## config.mk

```make
export PLATFORM = sky130hd
export DESIGN_NAME = freq_calc_flat
export DESIGN_NICKNAME = d
export VERILOG_FILES = /design/src/rtl/freq_calc_pkg.sv /design/src/rtl/freq_calc_if.sv /design/src/rtl/freq_calc_seq_div.sv /design/src/rtl/freq_calc.sv /design/src/flat_wrapper.sv
export SDC_FILE = /design/constraint.sdc
export NUM_CORES = 2
export LEC_CHECK = 0
export CAP_MARGIN = 40
export CORE_MARGIN = 8
export CORE_UTILIZATION = 65
export DETAILED_ROUTE_END_ITERATION = 6
export GPL_TIMING_DRIVEN = 0
export PLACE_DENSITY = 0.84
export SYNTH_ARGS = -nofsm -noshare
export SYNTH_HDL_FRONTEND = slang
export SYNTH_HIERARCHICAL = 1
export SYNTH_SLANG_ARGS = --single-unit
```

## constraint.sdc

```tcl
create_clock -name clk_100M -period 14.75 [get_ports clk_100M]
set_clock_uncertainty 0.15 [all_clocks]
set_input_delay 1.475 -clock clk_100M [delete_from_list [all_inputs] [get_ports clk_100M]]
set_output_delay 1.475 -clock clk_100M [all_outputs]
set_load 0.02 [all_outputs]
```

## src/rtl/freq_calc_pkg.sv

```systemverilog
// Shared types and constants for the frequency-meter back end.
package freq_pkg;
  localparam int NUM_W = 64;
  localparam int DEN_W = 32;
  localparam logic [31:0] CLK_FREQ_DEF = 32'd100_000_000;

  typedef enum logic [1:0] {IDLE, MUL, DIV, DONE} state_t;

  typedef struct packed {
    logic [DEN_W-1:0] freq;
    logic             div_err;
    logic             sat;
  } result_t;
endpackage

```

## src/rtl/freq_calc_if.sv

```systemverilog
// Meter-side counts/irq in, frequency result and supervision signals out.
interface freq_calc_if;
  import freq_pkg::*;
  logic [DEN_W-1:0] cnt_s;
  logic [DEN_W-1:0] cnt_x;
  logic             irq;
  logic [DEN_W-1:0] freq;
  logic             freq_valid;
  logic             div_err;
  logic             sat;
  logic             overrun;
  logic             busy;
  logic             meas_rst;
  logic             timeout;

  modport master (output cnt_s, cnt_x, irq,
                  input  freq, freq_valid, div_err, sat, overrun, busy, meas_rst, timeout);
  modport slave  (input  cnt_s, cnt_x, irq,
                  output freq, freq_valid, div_err, sat, overrun, busy, meas_rst, timeout);
endinterface

```

## src/rtl/freq_calc_seq_div.sv

```systemverilog
// 64-by-32 restoring divider, one quotient bit per cycle, fixed 64-cycle latency.
module seq_div
  import freq_pkg::*;
(
  input  logic             clk,
  input  logic             rst,
  input  logic             i_start,
  input  logic [NUM_W-1:0] i_num,
  input  logic [DEN_W-1:0] i_den,
  output logic             o_done,
  output logic [NUM_W-1:0] o_quot
);
  logic [NUM_W-1:0] r_q;
  logic [DEN_W-1:0] r_rem;
  logic [DEN_W-1:0] r_den;
  logic [5:0]       r_iter;
  logic             r_run;
  logic [DEN_W:0]   w_trial;
  logic             w_ge;

  // Dividend bits leave r_q at the top while quotient bits enter at the bottom.
  assign w_trial = {r_rem, r_q[NUM_W-1]};
  assign w_ge    = w_trial >= {1'b0, r_den};

  always_ff @(posedge clk or posedge rst) begin
    if (rst) begin
      r_q    <= '0;
      r_rem  <= '0;
      r_den  <= '0;
      r_iter <= '0;
      r_run  <= 1'b0;
    end else if (i_start) begin
      r_q    <= i_num;
      r_rem  <= '0;
      r_den  <= i_den;
      r_iter <= '0;
      r_run  <= 1'b1;
    end else if (r_run) begin
      r_q    <= {r_q[NUM_W-2:0], w_ge};
      r_rem  <= w_ge ? DEN_W'(w_trial - {1'b0, r_den}) : w_trial[DEN_W-1:0];
      r_iter <= r_iter + 6'd1;
      if (r_iter == 6'(NUM_W - 1)) r_run <= 1'b0;
    end
  end

  // High during the final iteration; o_quot is complete after the next edge.
  assign o_done = r_run && (r_iter == 6'(NUM_W - 1));
  assign o_quot = r_q;
endmodule

```

## src/rtl/freq_calc.sv

```systemverilog
// Converts meter counts to round(cnt_x*CLK_FREQ/cnt_s) Hz and supervises the
// meter with an irq watchdog that issues meas_rst pulses.
module freq_calc
  import freq_pkg::*;
#(
  parameter logic [31:0] CLK_FREQ    = CLK_FREQ_DEF,
  parameter logic [31:0] IRQ_TIMEOUT = 32'd200_000_000,
  parameter logic [31:0] RST_PULSE   = 32'd4
) (
  input  logic       clk_100M,
  input  logic       rst,
  freq_calc_if.slave bus
);
  state_t           r_state, w_state_nxt;
  logic             r_irq_q, w_edge;
  logic [DEN_W-1:0] r_cnt_s, r_cnt_x;
  logic [NUM_W-1:0] w_num, w_quot;
  logic             w_start, w_div_done, w_expire;
  result_t          w_res, r_res;
  logic             r_freq_valid, r_overrun, r_meas_rst, r_timeout;
  logic [31:0]      r_wdog, r_pcnt;

  assign w_edge   = bus.irq & ~r_irq_q;
  // Adding cnt_s/2 before the truncating divide rounds half up.
  assign w_num    = 64'(r_cnt_x) * 64'(CLK_FREQ) + 64'(r_cnt_s >> 1);
  assign w_expire = ~w_edge & (r_wdog == IRQ_TIMEOUT - 32'd1);

  seq_div u_div (
    .clk     (clk_100M),
    .rst     (rst),
    .i_start (w_start),
    .i_num   (w_num),
    .i_den   (r_cnt_s),
    .o_done  (w_div_done),
    .o_quot  (w_quot)
  );

  always_ff @(posedge clk_100M or posedge rst)
    if (rst) r_state <= IDLE;
    else     r_state <= w_state_nxt;

  always_comb begin
    w_state_nxt = r_state;
    w_start     = 1'b0;
    case (r_state)
      IDLE:    if (w_edge) w_state_nxt = MUL;
      MUL:     begin w_start = 1'b1; w_state_nxt = DIV; end
      DIV:     if (w_div_done) w_state_nxt = DONE;
      DONE:    w_state_nxt = IDLE;
      default: w_state_nxt = IDLE;
    endcase
  end

  // A zero divisor still runs the divider; its quotient is simply ignored.
  always_comb begin
    w_res = '0;
    if (r_cnt_s == '0)                       w_res.div_err = 1'b1;
    else if (w_quot[NUM_W-1:DEN_W] != '0) begin
      w_res.freq = '1;
      w_res.sat  = 1'b1;
    end else                                 w_res.freq = w_quot[DEN_W-1:0];
  end

  always_ff @(posedge clk_100M or posedge rst) begin
    if (rst) begin
      r_irq_q      <= 1'b0;
      r_cnt_s      <= '0;
      r_cnt_x      <= '0;
      r_res        <= '0;
      r_freq_valid <= 1'b0;
      r_overrun    <= 1'b0;
    end else begin
      r_irq_q      <= bus.irq;
      if (r_state == IDLE && w_edge) begin
        r_cnt_s <= bus.cnt_s;
        r_cnt_x <= bus.cnt_x;
      end
      if (r_state == DONE) r_res <= w_res;
      r_freq_valid <= (r_state == DONE);
      r_overrun    <= w_edge & (r_state != IDLE);
    end
  end

  // Watchdog: an irq edge always wins over a same-cycle expiry.
  always_ff @(posedge clk_100M or posedge rst) begin
    if (rst) begin
      r_wdog     <= '0;
      r_pcnt     <= '0;
      r_meas_rst <= 1'b0;
      r_timeout  <= 1'b0;
    end else begin
      if (w_edge) begin
        r_wdog    <= '0;
        r_timeout <= 1'b0;
      end else if (w_expire) begin
        r_wdog    <= '0;
        r_timeout <= 1'b1;
      end else begin
        r_wdog    <= r_wdog + 32'd1;
      end
      if (w_expire) begin
        r_meas_rst <= 1'b1;
        r_pcnt     <= RST_PULSE - 32'd1;
      end else if (r_pcnt != '0) begin
        r_pcnt     <= r_pcnt - 32'd1;
      end else begin
        r_meas_rst <= 1'b0;
      end
    end
  end

  assign bus.freq       = r_res.freq;
  assign bus.div_err    = r_res.div_err;
  assign bus.sat        = r_res.sat;
  assign bus.freq_valid = r_freq_valid;
  assign bus.overrun    = r_overrun;
  assign bus.busy       = (r_state != IDLE);
  assign bus.meas_rst   = r_meas_rst;
  assign bus.timeout    = r_timeout;
endmodule

```

## src/flat_wrapper.sv

```systemverilog
// flat-port wrapper written by rule: the top's interface ports become plain ports
module freq_calc_flat import freq_pkg::*;
#(
  parameter logic [31:0] CLK_FREQ    = CLK_FREQ_DEF,
  parameter logic [31:0] IRQ_TIMEOUT = 32'd200_000_000,
  parameter logic [31:0] RST_PULSE   = 32'd4
)
  (clk_100M, rst, bus_cnt_s, bus_cnt_x, bus_irq, bus_freq, bus_freq_valid, bus_div_err, bus_sat, bus_overrun, bus_busy, bus_meas_rst, bus_timeout);
  freq_calc_if bus_i ();
  input  logic clk_100M;
  input  logic rst;
  input wire logic [$bits(bus_i.cnt_s)-1:0] bus_cnt_s;
  input wire logic [$bits(bus_i.cnt_x)-1:0] bus_cnt_x;
  input wire logic [$bits(bus_i.irq)-1:0] bus_irq;
  output wire logic [$bits(bus_i.freq)-1:0] bus_freq;
  output wire logic [$bits(bus_i.freq_valid)-1:0] bus_freq_valid;
  output wire logic [$bits(bus_i.div_err)-1:0] bus_div_err;
  output wire logic [$bits(bus_i.sat)-1:0] bus_sat;
  output wire logic [$bits(bus_i.overrun)-1:0] bus_overrun;
  output wire logic [$bits(bus_i.busy)-1:0] bus_busy;
  output wire logic [$bits(bus_i.meas_rst)-1:0] bus_meas_rst;
  output wire logic [$bits(bus_i.timeout)-1:0] bus_timeout;
  assign bus_i.cnt_s = bus_cnt_s;
  assign bus_i.cnt_x = bus_cnt_x;
  assign bus_i.irq = bus_irq;
  assign bus_freq = bus_i.freq;
  assign bus_freq_valid = bus_i.freq_valid;
  assign bus_div_err = bus_i.div_err;
  assign bus_sat = bus_i.sat;
  assign bus_overrun = bus_i.overrun;
  assign bus_busy = bus_i.busy;
  assign bus_meas_rst = bus_i.meas_rst;
  assign bus_timeout = bus_i.timeout;
  freq_calc #(.CLK_FREQ(CLK_FREQ), .IRQ_TIMEOUT(IRQ_TIMEOUT), .RST_PULSE(RST_PULSE)) u_core (.clk_100M(clk_100M), .rst(rst), .bus(bus_i));
endmodule
```

* Word level (Yosys, flattened, before mapping)
Index checks and enable logic that the tools add are counted. Widths: inputs -> output; s select.
Storage, ports and cells: register bits after elaboration 304, input port bits 67, output and inout port bits 39
Operators by class: $add $sub $neg 5, multiply operators 1, order comparisons 1, equality and inequality tests 8, multiplexer cells 27, bitwise operators 5, reductions and logical operators 11
Operators by type and width (count):
- $mux 32 | 9
- $mux 64 | 2
- $reduce_bool 32->1 | 2
- $add 59x31->60 | 1
- $mul 32x19->51 const B | 1
- $ge 33x32->1 | 1
- $add 32x1->32 const B | 1
- $eq 32x28->1 const B | 1
- $logic_not 32->1 | 1
- $sub 32x1->32 const B | 1
- $sub 32x32->32 | 1
- $mux 6 | 2
- $mux 1 | 11
- $pmux 2 s4 | 1
- $reduce_bool 2->1 | 4
- $add 6x1->6 const B | 1
- $eq 6x6->1 const B | 1
- $eq 2x2->1 const B | 2
- $mux 2 | 2
- $ne 2x1->1 const B | 2
- $and 1x1->1 | 3
- $eq 2x1->1 const B | 1
- $logic_and 1x1->1 | 2
- $logic_not 2->1 | 1
- 3 further kinds | 4

* Logic depth before layout (Yosys ltp)
depth in word-level cells 6, mapped depth 31, mapped depth without buffers 31

* Modules after synthesis
Netlist, hierarchy kept.
By module, submodules not included:
- freq_calc | times used 1, cells an instance 2205, area an instance 21229.1 um^2
- seq_div | times used 1, cells an instance 911, area an instance 7995.2 um^2

* Worst setup path before layout
No wires, ideal clock.
path type reg-to-reg, start point register u_core.r_cnt_x[0], end point register u_core.u_div.r_q[59], in the netlist u_core/u_div/o_quot[59], setup time 0.083 ns, arrival time 7.180 ns, path slack 7.338 ns, cell stages (with the launch flop) 30, cells stage by stage dfrtp_1 > fa_1 > ha_1 > a21o_1 > fa_1 > fa_1 > fa_1 > inv_1 > fa_1 > inv_1 > ha_1 > buf_2 > a21oi_1 > inv_1 > a31oi_1 > nand2_1 > a31oi_1 > xnor2_1 > ha_1 > a21o_1 > a21o_1 > a21oi_1 > and3b_1 > a22oi_1 > nor3b_2 > nand2_2 > or4_4 > nor4_2 > nand2_1 > o21ai_0
Between the ends: cells in the longest elaborated chain, start to end 3
Ends and longest elaborated chain:
- from (decl) | line freq_calc.sv:16 | logic [DEN_W-1:0] r_cnt_s, r_cnt_x;
- from (signal assigned) | line freq_calc.sv:76 | r_cnt_x <= bus.cnt_x;
- $mul 32x19->51 | line freq_calc.sv:25 | assign w_num = 64'(r_cnt_x) * 64'(CLK_FREQ) + 64'(r_cnt_s >> 1);
- $add 59x31->60 | line freq_calc.sv:25
- named net u_core.w_num[59] | line freq_calc.sv:17 | logic [NUM_W-1:0] w_num, w_quot;
- $mux 64 | line freq_calc_seq_div.sv:32 | end else if (i_start) begin
- to (signal assigned) | line freq_calc_seq_div.sv:33 | r_q <= i_num;
- to (signal assigned) | line freq_calc_seq_div.sv:39 | r_q <= {r_q[NUM_W-2:0], w_ge};
- to (decl) | line freq_calc_seq_div.sv:13 | logic [NUM_W-1:0] r_q;
The timed path passes the listed nets, and every way through them passes these cells. A chain may end at the register's enable or synchronous reset.

* Worst setup path after layout
start point register u_core.r_cnt_x[1], end point register u_core.u_div.r_q[59], in the netlist u_core/u_div/o_quot[59]
The elaborated chain is that of the path after synthesis.

==> flow_summary.toml <==
[outcome]
status = "completed"

[clock_network]
clock-sinks = 304
path_clk_slew_ns = 0.06
cts_root_buf = "clkbuf_16"
post_cts_resized = 0
cts.path.max_buffers = 3
cts_made_buffers = 36
cts_setup_buffers = 0
cts_tree = "built"
h-tree-depth = 2
hold_buffers = 0
clk_latency_ns = 0.55

[worst_setup_path]
worstSetupPathType = "flop to flop"
critical_path.max_fanout = 10
critPathMaxStageDelay_ns = 0.66
arrival_ns = 8.91
critPathSlowestCell = "dfrtp_1"
required_ns = 15.05
rr_worst_depth = 29
cp-end-kind = "flop"
start_kind = "flop"
cpMostUsedCell = "fa_1"

[floorplanning]
dieArea_mm2 = 0.05200
placementRows = 77
die_height_um = 228.0
core_area_mm2 = 0.04432
start_util_pct = 65.94
ioPinCount = 106
die-width_um = 228.0

[routing]
wire_per_inst_um = 19.68
wl_mm = 76.47
route.detailed.drc = 0
dr.pass1.iters = 6
drt_iter0_drc = 2141
via_count = 23520
antenna_left = 0
vias_per_cell = 6.054

[logic_synthesis]
yosysWarningCount = 6
synth_edf_count = 0
synthFlopType = "dfrtp_1"
syn_avg_cell_area_um2 = 9.379
synthArstFlopShare_pct = 100.0
yosysSeqAreaShare_pct = 26.03
syn_area_mm2 = 0.02922
synthCells = 3116
yosysUniqueCellTypes = 98
ys_ff_latch = 304

[grt]
grt_util_all_layers_pct = 29.10
grt_pass1_vias = 24340
antenna_found_initial = 0
grt_overflow = 0
grt_max_degree = 129
grt_pass1_wl_mm = 124.7

[placed_design]
io_buffer_count = 105
routabilityCongestion = 0.9652
dp_hpwl_mm = 60.37

[sta]
hold_viol_final = 0
worstMarginPinSlew_ns = 0.8830
tns_ns = 0
maxSlewViolCount = 0
period_share_pct = 58.34
setup_viol = 0
rsz0062_at_grt = "false"
min_period_ns = 8.605
relSlewSlack_pct = 41.13
max_freq_mhz = 116.2

[layout]
drive_gt1_share_pct = 6.377
insertedDiodeCount = 0
area_delta_synth_final_pct = 10.77
fill_cells = 3100
finalNetCount = 3890

[worst_hold_path]
worstHoldPathType = "flop to flop"
whs_path_depth = 1

[flow_run]
cap_viol_max_count = 0
==> metrics by stage <==
step	std cells	hold WS (ns)	setup slack (ns)	util, %	cell area (um^2)
2_1_floorplan	3119	0.3053	7.338	-	29240
3_3_place_gp	3816	0.3211	6.351	70.01	31030
3_5_place_dp	3819	0.3230	6.306	70.20	31110
4_1_cts	3884	0.3369	6.254	73.02	32360
5_1_grt	3885	0.3569	5.814	73.04	32370
6_report	3885	0.3385	6.145	73.04	32370
==> cells by family after synthesis <==
kind of cell,after synthesis,share of synthesized area [%]
buffers and inverters,617,8.126
flip-flops,304,26.03
AO/OA/AOI/OAI,556,12.14
AND/OR/NAND/NOR,767,12.57
adder cells (fa/ha/maj),557,30.81
multiplexers,136,4.945
XOR/XNOR,178,5.360
other,1,0.01283
==> registers in the layout (all words and copies together) (netlist names) <==
signal,cells
u_core/bus.sat,1
u_core/u_div/r_den,32
u_core/r_state,2
u_core/bus.meas_rst,1
u_core/r_cnt_x,32
u_core/bus.div_err,1
u_core/u_div/r_run,1
u_core/r_pcnt,32
u_core/bus.freq_valid,1
u_core/bus.timeout,1
u_core/r_cnt_s,32
u_core/u_div/o_quot,64
u_core/bus.freq,32
u_core/r_wdog,32
u_core/u_div/r_rem,32
u_core/r_irq_q,1
u_core/bus.overrun,1
u_core/u_div/r_iter,6
==> critical path, delay by kind of cell (launching register included) <==
| kind | cells | cell delay [ns] |
|---|---|---|
| XOR/XNOR | 1 | 0.11 |
| adder cells (fa/ha/maj) | 8 | 3.66 |
| AO/OA/AOI/OAI | 9 | 1.73 |
| flip-flops | 1 | 0.66 |
| AND/OR/NAND/NOR | 7 | 1.85 |
| buffers and inverters | 4 | 0.33 |
==> cells in the mapped netlist, types with 15 or more instances <==
| master | n | share of area (%) |
|---|---|---|
| mux2i_1 | 69 | 2.4 |
| buf_1 | 17 | 0.22 |
| inv_1 | 511 | 6.6 |
| nor3_1 | 46 | 0.79 |
| nand4_1 | 34 | 0.73 |
| ha_1 | 286 | 12 |
| a21o_1 | 49 | 1.3 |
| fa_1 | 271 | 19 |
| dfrtp_1 | 304 | 26 |
| and3_1 | 21 | 0.45 |
| or3_1 | 15 | 0.32 |
| nor4_1 | 42 | 0.90 |
| o21ai_0 | 163 | 2.8 |
| clkbuf_1 | 57 | 0.73 |
| nand2_1 | 250 | 3.2 |
| nand2b_1 | 16 | 0.34 |
| mux2_2 | 67 | 2.6 |
| xor2_1 | 86 | 2.6 |
| nor2_1 | 215 | 2.8 |
| xnor2_1 | 91 | 2.7 |
| o22ai_1 | 36 | 0.77 |
| buf_2 | 24 | 0.41 |
| o21a_1 | 16 | 0.41 |
| nand3_1 | 43 | 0.74 |
| a21oi_1 | 130 | 2.2 |
| a311oi_1 | 20 | 0.60 |
==> layout make-up <==
cell class                 instances  area (um^2)  share of cell area (%)
inverter                         511         1931                   5.964
multi-input combinational       2198        19250                   59.48
clock inverter                    17        234.0                  0.7228
buffer                           106        456.7                   1.411
clock buffer                      48         1016                   3.139
sequential                       304         7607                   23.50
timing repair buffer             109         1132                   3.498
tap                              592        740.7                   2.288
==> per-layer routing <==
metal / wire length [um] / track usage (%) / vias up
li1: - / - / 10710
met1: 31160 / 37.26 / 11610
met2: 36480 / 48.62 / 976
met3: 5347 / 4.852 / 231
met4: 3480 / 12.39 / 0
met5: 0 / 0 / -
==> worst paths after layout <==
path | startpoint | endpoint | slack (ns)
setup / recovery | u_core/r_cnt_x[1]$_DFFE_PP0P_ | u_core/u_div/o_quot[59]$_DFFE_PP0P_ | 6.14
hold / removal | u_core/r_wdog[0]$_DFF_PP0_ | u_core/r_wdog[0]$_DFF_PP0_ | 0.34
setup reg to reg | u_core/r_cnt_x[1]$_DFFE_PP0P_ | u_core/u_div/o_quot[59]$_DFFE_PP0P_ | 6.14
hold reg to reg | u_core/r_wdog[0]$_DFF_PP0_ | u_core/r_wdog[0]$_DFF_PP0_ | 0.34
max in group asynchronous | rst | u_core/r_cnt_x[25]$_DFFE_PP0P_ | 12.17
min in group asynchronous | rst | u_core/bus.freq[4]$_DFFE_PP0P_ | 1.29
==> placed cells by master, fill, tap and decap left out, types with 21 or more instances in the layout <==
cell type        synthesis  final
nand2_1                250    250
clkbuf_1                57     62
nor2_1                 215    215
dfrtp_1                304    304
o21ai_0                163    163
clkdlybuf4s50_1          0    105
o22ai_1                 36     36
mux2i_1                 69     69
a21o_1                  49     49
inv_1                  511    509
a21oi_1                130    130
mux2_2                  67     67
nor4_1                  42     42
xor2_1                  86     86
and3_1                  21     21
fa_1                   271    271
nand3_1                 43     43
buf_2                   24     24
xnor2_1                 91     91
nand4_1                 34     34
clkbuf_16                0     36
nor3_1                  46     46
ha_1                   286    286
Power is not shown: default switching activity piles up to over one toggle a cycle in this logic, so the estimate is an artifact.
